==> config.mk <==
export PLATFORM = sky130hd
export DESIGN_NAME = regbank_read_ctrl
export DESIGN_NICKNAME = d
export VERILOG_FILES = /design/src/rtl/regbank_read_ctrl.sv
export SDC_FILE = /design/constraint.sdc
export NUM_CORES = 1
export LEC_CHECK = 0
export ABC_AREA = 0
export ABC_CLOCK_PERIOD_IN_PS = 2700
export CAP_MARGIN = 0
export CORE_MARGIN = 2
export CORE_UTILIZATION = 60
export CTS_CLUSTER_SIZE = 40
export DETAILED_ROUTE_END_ITERATION = 7
export HOLD_SLACK_MARGIN = 0.06
export PLACE_DENSITY_LB_ADDON = 0.3
export REMOVE_ABC_BUFFERS = 1
export SYNTH_ARGS = -nofsm -noshare
export SYNTH_HDL_FRONTEND = slang
export SYNTH_SLANG_ARGS = --single-unit
==> constraint.sdc <==
create_clock -name clk -period 2.7 [get_ports clk]
set_input_delay 0.27 -clock clk [delete_from_list [all_inputs] [get_ports clk]]
set_output_delay 0.27 -clock clk [all_outputs]
set_load 0.1 [all_outputs]
==> src/rtl/regbank_read_ctrl.sv <==
// Register bank with masked writes and a one-deep, fully pipelined read
// response stage (valid/ready handshake on both request and response).
// Optional feature: define REGBANK_RD_BYPASS_EN to forward a same-cycle
// write into a read of the same register (merged old/new value).
module regbank_read_ctrl #(
  parameter int WIDTH = 16,
  parameter int NREGS = 8,
  parameter int AW    = 3
) (
  input  logic             clk,
  input  logic             reset,
  input  logic             wr_en,
  input  logic [AW-1:0]    wr_addr,
  input  logic [WIDTH-1:0] wr_data,
  input  logic [WIDTH-1:0] wr_mask,
  input  logic             rd_req_valid,
  output logic             rd_req_ready,
  input  logic [AW-1:0]    rd_addr,
  output logic             rd_rsp_valid,
  input  logic             rd_rsp_ready,
  output logic [WIDTH-1:0] rd_rsp_data,
  output logic             rd_rsp_err
);

  // One extra bit so NREGS == 2**AW still compares correctly.
  localparam logic [AW:0] NREGS_W = (AW+1)'(NREGS);

  typedef enum logic {
    ST_EMPTY = 1'b0,
    ST_FULL  = 1'b1
  } state_t;

  state_t           r_state;
  logic [WIDTH-1:0] r_regs [NREGS];
  logic [WIDTH-1:0] r_rsp_data;
  logic             r_rsp_err;

  logic [NREGS-1:0] w_wr_sel;
  logic             w_req_ready;
  logic             w_accept;
  logic             w_rd_in_range;
  logic [WIDTH-1:0] w_rd_old;
  logic [WIDTH-1:0] w_rd_value;

  // Per-register write decode; out-of-range write addresses select nothing.
  genvar gi;
  generate
    for (gi = 0; gi < NREGS; gi++) begin : g_wr_sel
      assign w_wr_sel[gi] = wr_en && (wr_addr == AW'(gi));
    end
  endgenerate

  // Masked register writes; reset wins over any write in the same cycle.
  always_ff @(posedge clk) begin
    if (reset) begin
      for (int i = 0; i < NREGS; i++) begin
        r_regs[i] <= '0;
      end
    end else begin
      for (int i = 0; i < NREGS; i++) begin
        if (w_wr_sel[i]) begin
          r_regs[i] <= (r_regs[i] & ~wr_mask) | (wr_data & wr_mask);
        end
      end
    end
  end

  // A new request fits whenever the response slot is empty or being drained.
  assign w_req_ready   = !reset && ((r_state == ST_EMPTY) || rd_rsp_ready);
  assign w_accept      = rd_req_valid && w_req_ready;
  assign w_rd_in_range = ({1'b0, rd_addr} < NREGS_W);
  assign w_rd_old      = w_rd_in_range ? r_regs[rd_addr] : '0;

`ifdef REGBANK_RD_BYPASS_EN
  logic w_rd_hit;
  // Forward a write landing on the same edge so the reader sees the new value.
  assign w_rd_hit   = wr_en && (wr_addr == rd_addr) && w_rd_in_range;
  assign w_rd_value = w_rd_hit ? ((w_rd_old & ~wr_mask) | (wr_data & wr_mask))
                               : w_rd_old;
`else
  assign w_rd_value = w_rd_old;
`endif

  // Response slot FSM: load on accept, drain on consumer ready, hold on stall.
  always_ff @(posedge clk) begin
    if (reset) begin
      r_state    <= ST_EMPTY;
      r_rsp_data <= '0;
      r_rsp_err  <= 1'b0;
    end else begin
      case (r_state)
        ST_EMPTY: begin
          if (w_accept) begin
            r_state    <= ST_FULL;
            r_rsp_data <= w_rd_value;
            r_rsp_err  <= !w_rd_in_range;
          end
        end
        ST_FULL: begin
          if (w_accept) begin
            r_state    <= ST_FULL;
            r_rsp_data <= w_rd_value;
            r_rsp_err  <= !w_rd_in_range;
          end else if (rd_rsp_ready) begin
            r_state <= ST_EMPTY;
          end
        end
        default: begin
          r_state <= ST_EMPTY;
        end
      endcase
    end
  end

  assign rd_req_ready = w_req_ready;
  assign rd_rsp_valid = (r_state == ST_FULL);
  assign rd_rsp_data  = r_rsp_data;
  assign rd_rsp_err   = r_rsp_err;

endmodule
==> results.toml, run 1 <==
[sta]
post-route-min-period_ns = 1.830
maxSlewViolCount = 0
fmax_mhz = 546.6
tightest_slew_ns = 0.9985
skew_ns = 0.004461
period_share_pct = 67.76
hold_violations = 0
max_slew_margin_pct = 33.43
setup_ws_ns = 0.8705
hold-worst-slack_ns = 0.3578
tns_ns = 0
setup_viol_count_final = 0
grt_setup_unrepaired = "no"

[floorplanning]
initial_core_util_pct = 62.23
core_region_area_um2 = 11520
row_count = 39
die_w_um = 113.3
io_pins = 62
design.die.area_um2 = 12830
die_y_um = 113.3

[synthesis]
synth_cell_type_count = 27
yosysWarnings = 0
synth_top_family_by_area = "compound AO/OA/AOI/OAI gates"
muxShareOfSynthArea_pct = 8.939
yosysSeqAreaShare_pct = 58.38
yosys.area_share.simple_pct = 13.72
ys_seq_elements = 145
yosys.area_share.xor_xnor_pct = 0
yosysMostFrequentCell = "nand2b_1"
netlist_top_cells_count = "nand2b_1, edfxtp_1, a21oi_1"
synth_compound_area_share_pct = 16.64
synthesis.instances = 591
synth_async_sr_flop_share_pct = 0
syn_area_um2 = 7167
synthAdderAreaFrac_pct = 0
avgSynthCellArea_um2 = 12.13
synth-edff-count = 128
synth_ff_type = "edfxtp_1"
yosysTopAreaCell = "edfxtp_1"
yosysTopAreaCellShare_pct = 53.63
synth.area.top_cells = "edfxtp_1, nand2b_1, mux2i_1"

[clock_tree]
clk-insertion-delay-late_ns = 0.42
cts.sinks = 145
clock_path_buffers = 2
root_buffer = "clkbuf_16"
path_clk_slew_ns = 0.06
cts_resized = 0
holdBufCountCts = 0
h-tree-depth = 4
cts_tree = "built"
cts_buffers = 17
cts_setup_buffers = 0

[placed_design]
io_buffers = 60
pre_cts_slack_ns = 0.4899
gp_congestion = 0.7937
detailed_place_hpwl_mm = 10.80
dp_cells = 783

[setup_path]
cp_data_required_time_ns = 2.82
cp_data_arrival_time_ns = 1.95
cp.buffers_inverters = 1
crit_family = "simple AND/OR/NAND/NOR gates"
timing.critical_path.cells = "clkdlybuf4s50_1, nand2b_1, or3_1, a21oi_1"
cp_max_fo = 16
critPathLaunchType = "input port"
cpPeakStageDelay_ns = 0.78
cp-end-kind = "register"
worstSetupPathType = "input port to register"
cpMaxStageDelayCell = "or3_1"

[route]
drt.antenna.violating_nets = 0
routedWlPerCell_um = 21.44
wirelength_mm = 17.47
via_per_inst = 6.404
drt_iter0_drc = 584
dr_total_vias = 5219
drcViolationCount = 0
dr.pass1.iters = 5

[global_route]
grt_pass1_wl_mm = 27.38
grt_pass1_vias = 5200
gr-total-overflow = 0
grt_max_degree = 29
antenna_found_initial = 0
grt.total_usage_pct = 28.25

[finish]
syn_to_final_growth_pct = 17.30
final_util_pct = 73.00
stdcell_count = 815
num_antenna_cells = 0
final_nets = 702
drive_gt1_share_pct = 12.95

[power_and_ir_drop]
cellLeakagePower_nw = 3.051
p_per_area_nw_per_um2 = 648.8
irDropWorstVdd_mv = 0.3848

[min_path]
worstHoldPathType = "input port to register"

[run]
maxCapViolCount = 0

[run_status]
status = "finished clean"
==> final timing paths <==
path / from / to / slack (ns) / depth (start not counted)
hold / removal: reset / r_regs[7][9] / 0.36 / 2
hold reg to reg: rd_rsp_data[1] / rd_rsp_data[1] / 0.47 / 1
setup reg to reg: rd_rsp_valid / rd_rsp_data[5] / 1.50 / 4
setup / recovery: wr_addr[1] / r_regs[5][0] / 0.87 / 4
==> state kept, by name, summed over array words and instances, names as in the netlist <==
register,flops
r_regs,128
rd_rsp_data,16
rd_rsp_valid,1
==> per-stage QoR <==
| step | area, um^2 | power, mW |
|---|---|---|
| final | 8407 | 5.454 |
| after global routing | 8407 | 5.612 |
| after CTS | 8407 | 5.451 |
| after detailed placement | 7894 | 3.394 |
| after global placement | 7894 | 3.372 |
| after floorplan | 7008 | 3.106 |
==> cell usage in the layout (no fill, tap or decap), drive strengths merged, types with 2 or more instances in the layout <==
cell type and n:
nand2b 130, clkinv 9, a31o 3, nor2 2, buf 39, nand2 20, a22oi 32, mux2i 64
nor2b 6, a21oi 130, a32o 16, a21o 3, clkbuf 22, nor3b 2, dfxtp 17, edfxtp 128
clkdlybuf4s50 40
==> layout make-up <==
class	count	area (um^2)
Timing Repair Buffer	79	703.2
Clock inverter	10	68.82
Clock buffer	22	444.2
Multi-Input combinational cell	415	2824
Tap cell	143	178.9
Inverter	1	3.754
Fill cell	825	3109
Sequential cell	145	4184
==> per-layer routing <==
| metal | up-vias | track usage (%) | part of all wire (%) |
|---|---|---|---|
| met3 | 39 | 5.785 | 7.7 |
| met5 | - | 0 | 0 |
| met2 | 245 | 47.11 | 50 |
| met1 | 2570 | 35.67 | 40 |
| met4 | 0 | 13.09 | 2.5 |
| li1 | 2365 | - | - |
==> worst register-to-register path, delay by kind of cell (launching register included) <==
kind | cells | cell delay, ns
flip-flops | 1 | 0.32
AO/OA/AOI/OAI | 1 | 0.26
buffers and inverters | 1 | 0.24
AND/OR/NAND/NOR | 2 | 0.27
==> report_power, final <==
part	leakage [nW]	switching, mW	internal, mW
Clock	0.253	0.854	1.24
Combinational	1.33	0.469	0.247
Sequential	1.47	0.0677	2.58
Total	3.05	1.39	4.06
==> cell families after synthesis <==
group           after synthesis
compound gates              186
simple gates                164
flops                       145
mux                          64
buf+inv                      31
other cells                   1
Note: power is estimated with default switching activity, not from simulation.
==> inputs of run 2 (changes only) <==
- ABC_CLOCK_PERIOD_IN_PS: 2700 -> 1550
- CORE_UTILIZATION: 60 -> 52
- clock period: 2.7 -> 1.55 ns (I/O delays scaled with it)
==> run 2 against run 1 <==
Against the previous run: cell count increased by 8.1%; routed wire length increased by 6.6%; design area increased by 8.8%; clock skew increased by 0.0070 ns; setup slack got worse by 0.78 ns; global-route usage decreased by 2.1 points; clock-buffer cell count unchanged; non-clock buffer count increased by 33; worst hold slack got worse by 0.049 ns; largest cell class unchanged; highest routed layer unchanged.
==> results.toml, run 2 (same netlist as run 1, synthesis figures left out) <==
[run_status]
status = "finished clean"

[floorplanning]
core_region_area_um2 = 13350
row_count = 42
design.die.area_um2 = 14740
die_y_um = 121.4
initial_core_util_pct = 53.69
io_pins = 62
die_w_um = 121.4

[placed_design]
detailed_place_hpwl_mm = 12.09
io_buffers = 60
dp_cells = 849
gp_congestion = 0.8554
placed_area_um2 = 8583

[finish]
num_antenna_cells = 0
stdcell_count = 881
largest_reg_flops = 128
regMostFlops = "r_regs"
final_nets = 735
layout_commonest_cell = "nand2b_1"
drive_gt1_share_pct = 18.16
stdcell_area_um2 = 9145
syn_to_final_growth_pct = 27.60
final_cell_mix = "nand2b_1, edfxtp_1, a21oi_1"

[power_and_ir_drop]
cellLeakagePower_nw = 3.353
power_mw = 9.952
p_per_area_nw_per_um2 = 1088
irDropWorstVdd_mv = 0.7560

[sta]
fmax_mhz = 685.6
period_share_pct = 94.10
tns_ns = 0
setup_viol_count_final = 0
hold-worst-slack_ns = 0.3092
maxSlewViolCount = 0
post-route-min-period_ns = 1.459
grt_setup_unrepaired = "no"
hold_violations = 0
skew_ns = 0.01150

[clock_tree]
root_buffer = "clkbuf_16"
clock_path_buffers = 2
cts_tree = "built"
cts_resized = 0
path_clk_slew_ns = 0.06
holdBufCountCts = 0
cts.sinks = 145
cts_setup_buffers = 0
cts_buffers = 17
h-tree-depth = 4
clk-insertion-delay-late_ns = 0.42

[run]
maxCapViolCount = 0

[route]
drt_iter0_drc = 705
wirelength_mm = 18.63
drt.antenna.violating_nets = 0
via_per_inst = 6.145
routedWlPerCell_um = 21.15
drcViolationCount = 0
dr.pass1.iters = 5
dr_total_vias = 5414

[setup_path]
critPathLaunch = "rd_rsp_valid"
r2r_start = "rd_rsp_valid"
cp-end-kind = "primary output"
worstSetupPathType = "register to primary output"
cp_data_arrival_time_ns = 1.30
critPathLaunchType = "register"
cp_data_required_time_ns = 1.39
cp_max_fo = 4

[global_route]
grt_max_degree = 19
grt.total_usage_pct = 26.19
gr-total-overflow = 0
grt_pass1_wl_mm = 28.90
grt_pass1_vias = 5387
antenna_found_initial = 0

[min_path]
worstHoldPathType = "input port to register"
hp-start = "reset"
[run 2: changes by cell type in the layout (fill, tap and decap cells not counted), moves of 3 or more]
cell	previous run	this run
clkbuf_8	0	3
clkbuf_1	5	2
clkinv_1	5	1
clkinvlp_4	0	3
buf_12	1	33
[run 2: final cells by class]
type / instances / area, um^2
clock buffers: 22 / 474.2
clock inverters: 10 / 85.08
fillers: 985 / 4203
inverters: 1 / 3.754
multi-input cells: 415 / 2826
flip-flops and latches: 145 / 4184
well taps: 176 / 220.2
repair buffers: 112 / 1351
[run 2: worst max-delay path, cell delays in order (launching register included)]
cell	delay, ns
dfxtp_1	0.34
nand2b_1	0.13
nor2b_2	0.22
buf_12	0.19
[run 2: per-layer routing]
| layer | part of all wire (%) | vias up | GRT usage [%] |
|---|---|---|---|
| li1 | - | 2436 | - |
| met1 | 40 | 2665 | 33.52 |
| met2 | 49 | 282 | 44.35 |
| met3 | 8.1 | 31 | 5.451 |
| met4 | 2.2 | 0 | 8.908 |
| met5 | 0 | - | 0 |
[run 2: final timing paths]
kind,end,slack [ns],cells past startpoint
min reg2reg,rd_rsp_data[3],0.54,1
max reg2reg,rd_rsp_data[10],0.33,4
max,rd_req_ready,0.09,3
min,rd_rsp_valid,0.31,3
[run 2: power breakdown]
part           leakage (nW)  internal (mW)  switching [mW]
clock                 0.269           2.32            1.53
sequential             1.47           4.48           0.143
combinational          1.61          0.619           0.855
total                  3.35           7.42            2.53
[run 2: per-stage QoR]
| step | utilization, % | worst slack [ns] |
|---|---|---|
| floorplan | - | -0.8713 |
| global placement | 64.30 | -0.1878 |
| detailed placement | 64.30 | -0.2349 |
| CTS | 68.49 | 0.02995 |
| global route | 68.51 | 0.02618 |
| finish | 68.51 | 0.09143 |
==> inputs of run 3 (changes only) <==
- CORE_MARGIN: 2 -> not set
==> run 3 against run 2 <==
Against the previous run: worst hold slack worse by 0.064 ns; combinational power is essentially flat; largest cell class unchanged; sequential power is essentially flat; clock power is 8.8% higher; non-clock buffer count is 2 lower; critical path depth stayed put; fmax up 0.66%; register-to-register slack barely moved; first-iteration DRC count down 38%.
==> results.toml, run 3 (same netlist as run 1, synthesis figures left out) <==
[min_path]
worstHoldPathCells = 2
worstHoldPathType = "input port to register"

[clock_tree]
clock_path_buffers = 2
path_clk_slew_ns = 0.06
clk-insertion-delay-late_ns = 0.42
root_buffer = "clkbuf_16"
cts.sinks = 145
cts_buffers = 17
cts_tree = "built"
h-tree-depth = 4

[route]
dr.pass1.iters = 5
drcViolationCount = 0
wirelength_mm = 18.12
routedWlPerCell_um = 20.64
drt.antenna.violating_nets = 0
dr_total_vias = 5227
via_per_inst = 5.953
drt_iter0_drc = 435

[sta]
post-route-min-period_ns = 1.449
maxSlewViolCount = 0
fmax_mhz = 690.2
setup_ws_ns = 0.1011
setup_viol_count_final = 0
grt_setup_unrepaired = "no"
hold_violations = 0
period_share_pct = 93.48
skew_ns = 0.004554

[run_status]
status = "finished clean"

[power_and_ir_drop]
p_per_area_nw_per_um2 = 1118
irDropWorstVdd_mv = 0.8166
cellLeakagePower_nw = 3.376

[placed_design]
gp_congestion = 0.8158
placed_area_um2 = 8606
pre_cts_slack_ns = -0.2182
detailed_place_hpwl_mm = 11.92
dp_cells = 847
io_buffers = 60

[global_route]
grt.total_usage_pct = 26.66
grt_max_degree = 23
grt_pass1_vias = 5315
grt_pass1_wl_mm = 28.43
antenna_found_initial = 0
gr-total-overflow = 0

[run]
maxCapViolCount = 0

[finish]
final_nets = 733
num_antenna_cells = 0
layout_commonest_cell = "nand2b_1"
stdcell_count = 878
regMostFlops = "r_regs"
largest_reg_flops = 128
final_cell_mix = "nand2b_1, edfxtp_1, a21oi_1"
fill_cells = 929
stdcell_area_um2 = 9208
drive_gt1_share_pct = 17.81
syn_to_final_growth_pct = 28.47

[setup_path]
r2r_cells = 4
r2r_start = "rd_rsp_valid"
cp-endpoint = "rd_req_ready"
worstSetupPathType = "register to primary output"
critPathLaunchType = "register"
critPathLaunch = "rd_rsp_valid"
r2r_slack_ns = 0.34
cp_data_arrival_time_ns = 1.29
cp_data_required_time_ns = 1.39
r2r_end = "rd_rsp_data[12]"
cp-end-kind = "primary output"
cp_max_fo = 4

[floorplanning]
core_region_area_um2 = 13350
design.die.area_um2 = 14260
initial_core_util_pct = 53.69
die_y_um = 119.4
io_pins = 62
die_w_um = 119.4
row_count = 42
## run 3: routing by layer
layer	wire, um	track usage [%]	part of all wire [%]
met5	0	0	0
met4	285	9.688	1.6
met3	1148	5.125	6.3
met2	9222	46.08	51
met1	7466	33.22	41
## run 3: layout make-up
type	count	area (um^2)	area share, %
Sequential cell	145	4184	45.44
Multi-Input combinational cell	415	2826	30.70
Timing Repair Buffer	110	1374	14.92
Clock buffer	19	432.9	4.702
Tap cell	176	220.2	2.392
Clock inverter	12	166.4	1.807
Inverter	1	3.754	0.04077
## run 3: worst min-delay path by stage
stage               startpoint               to  slack [ns]
5_1_grt                  reset    r_regs[6][12]        0.26
6_report                 reset    r_regs[6][12]        0.24
4_1_cts                  reset    r_regs[6][12]        0.22
2_1_floorplan            reset     rd_rsp_valid        0.22
3_5_place_dp   rd_rsp_data[15]  rd_rsp_data[15]        0.53
3_3_place_gp    rd_rsp_data[4]   rd_rsp_data[4]        0.52
## run 3: critical path: stages (launching register included)
cell and delay, ns:
dfxtp_1 0.33, nand2b_1 0.14, nor2b_2 0.21, buf_12 0.19
## run 3: per-stage QoR
stage	hold WS [ns]	TNS, ns	utilization [%]	power (mW)
after floorplan	0.2241	-9.350	-	5.410
after global placement	0.5177	-17.13	64.47	6.115
after detailed placement	0.5257	-27.39	64.47	6.160
after CTS	0.2184	0	68.96	10.34
after global routing	0.2635	0	68.98	10.57
final	0.2448	0	68.98	10.29
## run 3: power breakdown
group / switching [mW] / leakage [nW] / internal (mW)
Combinational: 0.847 / 1.62 / 0.625
Clock: 1.53 / 0.286 / 2.66
Sequential: 0.140 / 1.47 / 4.48
Total: 2.52 / 3.38 / 7.77
## run 3: timing repair
| item | in CTS | in global routing |
|---|---|---|
| setup endpoints to repair | 0 | 1 |
| setup buffers | 0 | 0 |
| hold buffers | 0 | 0 |
| resized for setup | 0 | 1 |
